File: src/rtl/rggen_counter_field.sv
// Multi-channel event counter bit field for rggen register blocks.
// Optional snapshot shadow register enabled by defining RGGEN_COUNTER_SNAPSHOT_EN.
module rggen_counter_field #(
  parameter int                           CHANNELS      = 1,
  parameter int                           WIDTH         = 16,
  parameter int                           STEP_WIDTH    = 4,
  parameter logic [CHANNELS*WIDTH-1:0]    INITIAL_VALUE = '0,
  parameter logic                         SATURATE      = 1'b1,
  parameter logic                         READ_CLEAR    = 1'b0,
  parameter logic                         SW_WRITABLE   = 1'b1
) (
  input  logic                             i_clk,
  input  logic                             i_rst_n,
`ifdef RGGEN_COUNTER_SNAPSHOT_EN
  input  logic                             i_snapshot,
`endif
  input  logic                             i_sw_write_valid,
  input  logic                             i_sw_read_valid,
  input  logic [CHANNELS*WIDTH-1:0]        i_sw_mask,
  input  logic [CHANNELS*WIDTH-1:0]        i_sw_write_data,
  output logic [CHANNELS*WIDTH-1:0]        o_sw_read_data,
  input  logic [CHANNELS-1:0]              i_hw_clear,
  input  logic [CHANNELS*STEP_WIDTH-1:0]   i_hw_up_step,
  input  logic [CHANNELS*STEP_WIDTH-1:0]   i_hw_down_step,
  input  logic [CHANNELS*WIDTH-1:0]        i_threshold,
  output logic [CHANNELS*WIDTH-1:0]        o_value,
  output logic [CHANNELS-1:0]              o_overflow,
  output logic [CHANNELS-1:0]              o_threshold_hit
);

  // Two guard bits: one for carry past the maximum, one for the sign of an underflow.
  localparam int SUM_W = WIDTH + 2;
  localparam logic signed [SUM_W-1:0] MAX_S = {2'b00, {WIDTH{1'b1}}};

  logic [CHANNELS*WIDTH-1:0] value_q;
  logic [CHANNELS*WIDTH-1:0] value_d;
  logic [CHANNELS-1:0]       ovf_q;
  logic [CHANNELS-1:0]       ovf_d;
  logic [CHANNELS-1:0]       hit_q;
  logic [CHANNELS-1:0]       hit_d;
  logic [CHANNELS*WIDTH-1:0] rd_src;

  function automatic logic out_of_range(input logic signed [SUM_W-1:0] s);
    return (s < 0) || (s > MAX_S);
  endfunction

  function automatic logic [WIDTH-1:0] fit(input logic signed [SUM_W-1:0] s);
    logic [WIDTH-1:0] r;
    r = s[WIDTH-1:0];
    if (SATURATE) begin
      if (s < 0)          r = '0;
      else if (s > MAX_S) r = '1;
    end
    return r;
  endfunction

  for (genvar c = 0; c < CHANNELS; c++) begin : g_ch
    logic [WIDTH-1:0]        cur;
    logic [WIDTH-1:0]        msk;
    logic [WIDTH-1:0]        wdat;
    logic [WIDTH-1:0]        thr;
    logic [WIDTH-1:0]        base;
    logic [WIDTH-1:0]        nxt;
    logic [STEP_WIDTH-1:0]   up;
    logic [STEP_WIDTH-1:0]   dn;
    logic signed [SUM_W-1:0] sum;
    logic                    sel;
    logic                    rc_hit;
    logic                    wr_hit;

    assign cur  = value_q[c*WIDTH +: WIDTH];
    assign msk  = i_sw_mask[c*WIDTH +: WIDTH];
    assign wdat = i_sw_write_data[c*WIDTH +: WIDTH];
    assign thr  = i_threshold[c*WIDTH +: WIDTH];
    assign up   = i_hw_up_step[c*STEP_WIDTH +: STEP_WIDTH];
    assign dn   = i_hw_down_step[c*STEP_WIDTH +: STEP_WIDTH];

    assign sel    = |msk;
    assign rc_hit = READ_CLEAR && i_sw_read_valid && sel;
    assign wr_hit = SW_WRITABLE && i_sw_write_valid && sel;

    always_comb begin
      base = cur;
      if (i_hw_clear[c])  base = '0;
      else if (rc_hit)    base = '0;
      else if (wr_hit)    base = (cur & ~msk) | (wdat & msk);
    end

    // Steps are applied on top of the chosen base so same-cycle events survive a clear or load.
    assign sum = $signed({2'b00, base})
               + $signed({{(SUM_W-STEP_WIDTH){1'b0}}, up})
               - $signed({{(SUM_W-STEP_WIDTH){1'b0}}, dn});
    assign nxt = fit(sum);

    assign value_d[c*WIDTH +: WIDTH] = nxt;
    assign ovf_d[c] = out_of_range(sum) ? 1'b1
                    : (i_hw_clear[c] || rc_hit || wr_hit) ? 1'b0
                    : ovf_q[c];
    assign hit_d[c] = (cur < thr) && (nxt >= thr);

    assign o_sw_read_data[c*WIDTH +: WIDTH] = sel ? rd_src[c*WIDTH +: WIDTH] : '0;
  end

  always_ff @(posedge i_clk or negedge i_rst_n) begin
    if (!i_rst_n) begin
      value_q <= INITIAL_VALUE;
      ovf_q   <= '0;
      hit_q   <= '0;
    end else begin
      value_q <= value_d;
      ovf_q   <= ovf_d;
      hit_q   <= hit_d;
    end
  end

`ifdef RGGEN_COUNTER_SNAPSHOT_EN
  logic [CHANNELS*WIDTH-1:0] shadow_q;

  always_ff @(posedge i_clk or negedge i_rst_n) begin
    if (!i_rst_n)        shadow_q <= INITIAL_VALUE;
    else if (i_snapshot) shadow_q <= value_q;
  end

  assign rd_src = shadow_q;
`else
  assign rd_src = value_q;
`endif

  assign o_value         = value_q;
  assign o_overflow      = ovf_q;
  assign o_threshold_hit = hit_q;

endmodule

File: config.mk
export PLATFORM = sky130hd
export DESIGN_NAME = rggen_counter_field
export DESIGN_NICKNAME = d
export VERILOG_FILES = /design/src/rtl/rggen_counter_field.sv
export SDC_FILE = /design/constraint.sdc
export NUM_CORES = 1
export LEC_CHECK = 0
export ABC_AREA = 1
export CORE_MARGIN = 2
export CORE_UTILIZATION = 49
export CTS_CLUSTER_DIAMETER = 80
export DETAILED_ROUTE_END_ITERATION = 8
export GPL_ROUTABILITY_DRIVEN = 0
export HOLD_SLACK_MARGIN = 0.05
export PLACE_DENSITY = 0.83
export SLEW_MARGIN = 20
export SYNTH_ARGS = -nofsm -noshare
export SYNTH_HDL_FRONTEND = slang
export SYNTH_SLANG_ARGS = --single-unit
File: constraint.sdc
create_clock -name i_clk -period 3.7 [get_ports i_clk]
set_input_delay 0.555 -clock i_clk [delete_from_list [all_inputs] [get_ports i_clk]]
set_output_delay 0.555 -clock i_clk [all_outputs]
set_load 0.05 [all_outputs]
==> flow_metrics.py, run 1 <==
metrics = {
    "routing": {
        "dr.pass1.iters": 5,
        "vias": 4189,
        "drc": 0,
        "ant_nets": 0,
        "drt-total-wl_mm": 13.3,
        "routedWlPerCell_um": 18.0,
        "drtIter0Drc": 328,
        "vias_per_cell": 5.66,
    },
    "synth": {
        "ys_warn_count": 0,
        "synth_async_sr_flop_share_pct": 100,
        "yosysSeqAreaShare_pct": 14.6,
        "syn_area_per_cell_um2": 6.29,
        "synth_nets": 605,
        "synth_most_common_cell": "nand2_1",
        "yosys.area.top_type": "ha_1",
        "synth_area_leaders": "ha_1 20%, dfrtp_1 15%, nand2_1 15%",
        "synthCells": 491,
        "netlist_top_cells_count": "120 x nand2_1, 96 x inv_1, 49 x ha_1",
        "ys_seq_elements": 18,
        "syn_area_mm2": 0.00309,
        "yosysUniqueCellTypes": 32,
        "synth_top_area_share_pct": 19.8,
        "ys.flop_type": "dfrtp_1",
        "synth-edff-count": 0,
    },
    "hold_path": {
        "hold_path.class": "reg2reg",
    },
    "sta": {
        "holdWs_ns": 0.651,
        "grt_setup_unrepaired": "true",
        "min_period_over_period_pct": 117,
        "clock_skew_ns": 0.00691,
        "fin_crit_ns": 4.32,
        "tightest_slew_ns": 0.918,
        "hold_viol": 0,
        "slew_viol_final": 0,
        "slew_headroom_pct": 38.6,
        "setup_viol": 1,
        "layout_setup_ws_ns": -0.619,
        "max_freq_mhz": 232,
    },
    "global_route": {
        "grt_start_max_net_pins": 23,
        "grt_pass1_vias": 3851,
        "grt_pass1_wl_mm": 17.9,
        "antenna_found_initial": 0,
        "met2_usage_pct": 58.1,
        "use_met1_pct": 37.3,
        "grt_usage_pct": 31.5,
        "grt_remaining_overflow": 0,
        "gr-usage-met3_pct": 3.38,
        "gr-max-usage-layer": "met2",
    },
    "critical_path": {
        "cpMostUsedCell": "nand2_1",
        "cp.arrival_ns": 4.51,
        "start_kind": "primary input",
        "slowest_delay_ns": 0.36,
        "end_kind": "flip-flop",
        "reg2reg_slack_ns": -0.07,
        "worstPathRequired_ns": 3.89,
        "path_buf_inv": 5,
        "path_class": "in2reg",
        "cp_top_family": "simple AND/OR/NAND/NOR gates",
        "crit_fanout": 22,
        "slowest_stage": "ha_1",
    },
    "layout": {
        "postLayoutCellArea_mm2": 0.00516,
        "drive_gt1_share_pct": 30.7,
        "final_nets": 780,
        "area_delta_synth_final_pct": 67.1,
        "fillers": 326,
        "diodes": 0,
    },
    "floorplan": {
        "num_rows": 28,
        "initial_core_util_pct": 51.6,
        "dieArea_mm2": 0.00696,
        "fp.dieH_um": 83.4,
        "fp.dieW_um": 83.4,
        "core_area_mm2": 0.00599,
        "ios": 95,
    },
    "run_status": {
        "violations": "negative setup slack",
        "status": "finished with violations",
    },
    "cts": {
        "clkLatencyLatePin_ns": 0.27,
        "ctsHoldBuffers": 0,
        "cts_sinks": 18,
        "cts_root_buf": "clkbuf_8",
        "clkTransAtPathRegs_ns": 0.08,
        "clockBufferDepth": 2,
        "cts_buffers": 3,
        "h-tree-depth": 1,
        "cts_tree": "done",
    },
    "job": {
        "drv_cap": 0,
    },
    "placement": {
        "port_buffers": 93,
        "dp_hpwl_mm": 8.93,
        "dpl_cell_area_mm2": 0.00470,
    },
    "power_and_ir_drop": {
        "report.power.total_uw": 4580,
        "p_leak_uw": 0.00272,
        "ir_drop_v": 0.000628,
        "power.density_mw_per_mm2": 887,
    },
}
[power breakdown]
group	switching (µW)	internal [µW]
combinational	2410	1600
sequential	94.8	299
clock	79.7	95.0
[registers in the layout, summed over array words and instances, names as in the netlist]
signal and cells:
o_value 16, o_overflow 1, o_threshold_hit 1
[metrics by stage]
stage | TNS, ns | std cells | utilization (%) | setup WS, ns
after global placement | -2.94 | 727 | 78.5 | -0.986
after detailed placement | -4.35 | 727 | 78.5 | -1.11
final | -0.619 | 740 | 86.2 | -0.619
after floorplan | -0.171 | 491 | - | -0.171
after global routing | -0.768 | 740 | 86.2 | -0.768
after CTS | -0.242 | 736 | 81.4 | -0.242
[cell families (layout without fill, tap and decap cells)]
logic type,Yosys count,after routing,synth area share [%]
buf+inv,103,275,13.2
flops,18,18,14.6
fa+ha+maj,53,53,22.4
simple gates,248,250,37.8
xor+xnor,2,2,0.567
compound gates,67,67,11.4
[cell usage in the layout (no fill, tap or decap), types with 2 or more instances in the layout]
cell,instances
nand2_2,22
ha_4,10
nor2_2,12
nand2_4,11
nand2_1,103
o21ai_1,5
fa_2,2
inv_2,5
inv_1,91
nand3b_1,2
nand3_4,4
buf_4,77
a21oi_4,2
ha_2,2
xor2_1,2
nor2_4,5
a21oi_1,29
ha_1,37
a21oi_2,6
dfrtp_1,18
fa_1,2
nand4_1,5
o21ai_0,16
o21ai_2,3
nand3_2,7
or2_2,8
nor3_1,13
buf_6,18
nand3_1,21
o21a_1,4
nor2_1,34
clkdlybuf4s50_1,75
clkbuf_8,4
[area by class of cell]
class | count | area (µm²) | area share (%)
clock buffers | 4 | 55.1 | 1.07
inverters | 97 | 367 | 7.10
multi-input cells | 372 | 2620 | 50.7
flip-flops and latches | 18 | 450 | 8.73
well taps | 75 | 93.8 | 1.82
repair buffers | 174 | 1580 | 30.6
[worst min-delay path, stage by stage (launching register included)]
cell and delay, ns:
dfrtp_1 0.39, nand3_1 0.10, nand4_1 0.12
[final timing paths]
kind,from,endpoint,cells after the start
worst max-delay path,i_sw_mask[4],o_threshold_hit,31
worst min-delay path,o_overflow,o_overflow,2
worst max register to register,o_value[3],o_threshold_hit,26
worst min register to register,o_overflow,o_overflow,2
max in group asynchronous,i_rst_n,o_value[7],1
min in group asynchronous,i_rst_n,o_value[8],1
[layer usage]
layer | wire [µm] | part of all wire [%]
met1 | 5030 | 38
met3 | 935 | 7.0
met5 | 0 | 0
met2 | 6640 | 50
met4 | 700 | 5.3
[repair_timing]
item                       in CTS  in global routing
resized for setup             100                 61
pin swaps                      38                 37
gates cloned                    2                  0
setup endpoints to repair       3                  1
setup buffers                   3                  4
Power figures use the tool's default switching activity.
==> run 2: changes to the inputs <==
==> constraint.sdc (replaced) <==
create_clock -name i_clk -period 3.7 [get_ports i_clk]
set_input_delay 0.555 -clock i_clk [delete_from_list [all_inputs] [get_ports i_clk]]
set_output_delay 0.555 -clock i_clk [all_outputs]
set_load 0.005 [all_outputs]
==> flow_metrics.py, run 2 (synthesis results as in run 1) <==
metrics = {
    "routing": {
        "ant_nets": 0,
        "drtIter0Drc": 281,
        "vias_per_cell": 5.46,
        "drc": 0,
        "routedWlPerCell_um": 16.7,
        "drt-total-wl_mm": 12.3,
        "dr.pass1.iters": 7,
        "vias": 4028,
    },
    "power_and_ir_drop": {
        "ir_drop_v": 0.000478,
        "report.power.total_uw": 3900,
        "power.density_mw_per_mm2": 758,
        "p_leak_uw": 0.00270,
    },
    "layout": {
        "final_common_cell": "nand2_1",
        "fillers": 297,
        "final_cell_mix": "108 x nand2_1, 91 x inv_1, 75 x clkdlybuf4s50_1",
        "largest_reg_flops": 16,
        "area_delta_synth_final_pct": 66.3,
        "final_nets": 778,
        "finalNonFillerCells": 738,
        "diodes": 0,
        "drive_gt1_share_pct": 30.5,
    },
    "run_status": {
        "violations": "negative setup slack",
        "status": "finished with violations",
    },
    "critical_path": {
        "slowest_delay_ns": 0.33,
        "endpoint": "o_threshold_hit",
        "path_class": "in2reg",
        "startpoint": "i_sw_mask[0]",
        "worstPathRequired_ns": 3.90,
        "slowest_stage": "ha_1",
        "rr_worst_depth": 25,
        "crit_cells": 30,
        "crit_fanout": 22,
        "cp_top_family": "simple AND/OR/NAND/NOR gates",
        "cp.arrival_ns": 4.35,
        "cpMostUsedCell": "nand2_1",
        "start_kind": "primary input",
        "r2r_end": "o_threshold_hit",
        "end_kind": "flip-flop",
        "reg2reg_slack_ns": 0.02,
        "path_buf_inv": 5,
        "regToRegStartpoint": "o_value[3]",
    },
    "cts": {
        "cts_buffers": 3,
        "clockBufferDepth": 2,
        "clkLatencyLatePin_ns": 0.27,
        "ctsHoldBuffers": 0,
        "clkTransAtPathRegs_ns": 0.08,
        "cts_root_buf": "clkbuf_8",
        "cts_sinks": 18,
        "h-tree-depth": 1,
        "cts_tree": "done",
    },
    "floorplan": {
        "ios": 95,
        "dieArea_mm2": 0.00696,
        "initial_core_util_pct": 51.6,
        "fp.dieH_um": 83.4,
        "num_rows": 28,
        "core_area_mm2": 0.00599,
        "fp.dieW_um": 83.4,
    },
    "sta": {
        "slew_viol_final": 0,
        "layout_setup_ws_ns": -0.455,
        "max_freq_mhz": 241,
        "holdWs_ns": 0.590,
        "hold_viol": 0,
        "grt_setup_unrepaired": "true",
        "slew_headroom_pct": 39.6,
        "clock_skew_ns": 0.00219,
        "min_period_over_period_pct": 112,
        "setup_viol": 1,
        "tightest_slew_ns": 0.903,
        "fin_crit_ns": 4.15,
    },
    "placement": {
        "dp_slack_ns": -1.14,
        "place_inst": 726,
        "dp_hpwl_mm": 9.02,
        "port_buffers": 93,
    },
    "global_route": {
        "grt_pass1_vias": 4000,
        "grt_start_max_net_pins": 23,
        "antenna_found_initial": 0,
        "grt_pass1_wl_mm": 18.5,
        "grt_usage_pct": 32.9,
        "grt_remaining_overflow": 0,
    },
    "job": {
        "drv_cap": 0,
    },
    "hold_path": {
        "hold_path.class": "reg2reg",
    },
}
## run 2: changes by cell type in the layout (fill, tap and decap cells not counted), sizes merged
cell,delta
buf,-2
## run 2: routing by layer
metal	up-vias	global-route usage [%]	wire, µm
met2	205	60.0	6250
li1	1908	-	-
met3	66	5.47	747
met5	-	0	0
met1	1849	36.8	4740
met4	0	15.5	571
## run 2: worst min-delay path, cell delays in order (launching register included)
cell and delay, ns:
dfrtp_1 0.37, nand3_1 0.08, nand4_1 0.10
## run 2: where the power goes
part	switching (µW)	internal [µW]	total, µW
sequential	94.8	300	394
clock	80.3	95.2	175
combinational	1730	1600	3330
## run 2: worst min path at each step
| stage | start | endpoint | slack, ns | cells past startpoint |
|---|---|---|---|---|
| 2_1_floorplan | i_rst_n | o_overflow | 0.26 | 0 |
| 3_3_place_gp | o_overflow | o_overflow | 0.52 | 2 |
| 3_5_place_dp | o_overflow | o_overflow | 0.56 | 2 |
| 4_1_cts | o_overflow | o_overflow | 0.58 | 2 |
| 5_1_grt | o_overflow | o_overflow | 0.60 | 2 |
| 6_report | o_overflow | o_overflow | 0.59 | 2 |
## run 2: timing repair
| action | in CTS | in global routing |
|---|---|---|
| pin swaps | 36 | 36 |
| setup buffers | 3 | 3 |
| setup endpoints to repair | 4 | 1 |
| resized for setup | 106 | 51 |
| cloned | 2 | 0 |
## run 2: final cells by class
cell class                 instances  area, µm²  area share (%)
multi-input combinational        372       2620            51.1
timing repair buffer             172       1550            30.2
sequential                        18        450            8.77
inverter                          97        364            7.09
tap                               75       93.8            1.83
clock buffer                       4       55.1            1.07
## run 2: through the flow
stage / TNS (ns) / util (%) / area, µm²
final: -0.455 / 85.8 / 5140
after global routing: -0.710 / 85.8 / 5140
after CTS: -0.257 / 81.9 / 4900
after detailed placement: -4.48 / 78.4 / 4690
after global placement: -3.00 / 78.4 / 4690
after floorplan: -0.171 / - / 3160
==> run 3: changes to the inputs <==
- CORE_MARGIN: 2 -> 4
==> flow_metrics.py, run 3 (synthesis results as in run 1) <==
metrics = {
    "layout": {
        "largest_reg_flops": 16,
        "area_delta_synth_final_pct": 63.8,
        "final_nets": 780,
        "drive_gt1_share_pct": 28.4,
        "final_common_cell": "nand2_1",
        "diodes": 0,
        "fillers": 363,
        "final_cell_mix": "107 x nand2_1, 92 x inv_1, 77 x buf_4",
        "fin_util_pct": 84.0,
        "finalNonFillerCells": 740,
    },
    "floorplan": {
        "core_area_mm2": 0.00603,
        "fp.dieW_um": 87.4,
        "fp.dieH_um": 87.4,
        "ios": 95,
        "num_rows": 28,
        "dieArea_mm2": 0.00764,
        "initial_core_util_pct": 51.3,
    },
    "routing": {
        "drc": 0,
        "vias_per_cell": 5.57,
        "vias": 4120,
        "routedWlPerCell_um": 16.6,
        "drt-total-wl_mm": 12.3,
        "ant_nets": 0,
        "dr.pass1.iters": 7,
        "drtIter0Drc": 320,
    },
    "sta": {
        "grt_setup_unrepaired": "true",
        "tightest_slew_ns": 0.890,
        "layout_setup_ws_ns": -0.402,
        "slew_viol_final": 0,
        "slew_headroom_pct": 40.5,
        "max_freq_mhz": 244,
        "min_period_over_period_pct": 111,
        "fin_crit_ns": 4.10,
        "hold_viol": 0,
        "setup_viol": 1,
        "clock_skew_ns": 0.00231,
    },
    "placement": {
        "place_inst": 727,
        "dp_hpwl_mm": 9.05,
        "dp_slack_ns": -1.13,
        "port_buffers": 93,
    },
    "power_and_ir_drop": {
        "p_comb_share_pct": 85.2,
        "power.density_mw_per_mm2": 753,
        "report.power.total_uw": 3810,
        "intPower_uw": 1950,
        "p_leak_uw": 0.00269,
        "switchingPower_uw": 1860,
        "power.share.clock_pct": 4.5,
        "p_seq_share_pct": 10.3,
        "ir_drop_v": 0.000431,
        "swShare_pct": 48.7,
    },
    "run_status": {
        "violations": "negative setup slack",
        "status": "finished with violations",
    },
    "cts": {
        "h-tree-depth": 1,
        "cts_buffers": 3,
        "clockBufferDepth": 2,
        "cts_root_buf": "clkbuf_8",
        "cts_sinks": 18,
        "clkLatencyLatePin_ns": 0.27,
        "clkTransAtPathRegs_ns": 0.07,
        "cts_tree": "done",
    },
    "job": {
        "drv_cap": 0,
    },
    "critical_path": {
        "crit_fanout": 5,
        "cp.arrival_ns": 4.26,
        "worstPathRequired_ns": 3.86,
        "start_kind": "primary input",
        "path_buf_inv": 4,
        "slowest_stage": "fa_1",
        "cp_top_family": "simple AND/OR/NAND/NOR gates",
        "end_kind": "flip-flop",
        "cpMostUsedCell": "nand2_2",
        "slowest_delay_ns": 0.48,
        "path_class": "in2reg",
    },
    "global_route": {
        "grt_pass1_vias": 3960,
        "gr-usage-met3_pct": 3.50,
        "use_met1_pct": 37.9,
        "antenna_found_initial": 0,
        "grt_pass1_wl_mm": 18.7,
        "gr-max-usage-layer": "met2",
        "grt_usage_pct": 31.3,
        "grt_remaining_overflow": 0,
        "met2_usage_pct": 56.0,
        "grt_start_max_net_pins": 23,
    },
    "hold_path": {
        "hold_path.class": "reg2reg",
    },
}
[run 3: repair_timing]
action / CTS / global route
endpoints found under the hold margin: 0 / 0
pin swaps: 36 / 12
gates resized for setup: 121 / 17
hold buffers: 0 / 0
setup endpoints to repair: 5 / 1
buffers inserted: 7 / 0
cloned: 2 / 0
[run 3: worst paths after layout]
kind | start | end | slack (ns) | depth (start not counted)
max | i_sw_mask[1] | o_threshold_hit | -0.40 | 30
min | o_overflow | o_overflow | 0.58 | 2
min in group asynchronous | i_rst_n | o_value[1] | 0.79 | 1
max reg2reg | o_value[2] | o_threshold_hit | 0.07 | 24
max in group asynchronous | i_rst_n | o_threshold_hit | 2.37 | 1
min reg2reg | o_overflow | o_overflow | 0.58 | 2
[run 3: final cells by class]
cell class,instances,area [µm²],area share [%]
flip-flops and latches,18,450,8.90
repair buffers,174,1560,30.8
clock buffers,4,55.1,1.09
well taps,75,93.8,1.85
inverters,97,364,7.19
multi-input cells,372,2540,50.2
[run 3: through the flow]
stage                     TNS (ns)  area (µm²)  hold WS [ns]
final                       -0.402        5060         0.583
after global routing        -0.606        5060         0.595
after CTS                   -0.246        5010         0.576
after detailed placement     -4.82        4700         0.560
after global placement       -2.88        4700         0.528
after floorplan             -0.171        3160         0.259
[run 3: worst min-delay path, cell delays in order, from the launching register on]
cell     delay, ns
dfrtp_1       0.35
nand3_1       0.10
nand4_1       0.10
[run 3: power by group through the flow]
| stage | Sequential (µW) | Combinational, µW | Clock (µW) |
|---|---|---|---|
| after floorplan | 377 | 1560 | 0 |
| after global placement | 385 | 2680 | 0 |
| after detailed placement | 387 | 2800 | 0 |
| after CTS | 386 | 3050 | 164 |
| after global routing | 401 | 3490 | 173 |
| final | 394 | 3240 | 170 |
[run 3: metal layers]
layer | vias to the layer above | wire length, µm
li1 | 1910 | -
met1 | 1945 | 4860
met2 | 223 | 6030
met3 | 42 | 897
met4 | 0 | 472
met5 | - | 0
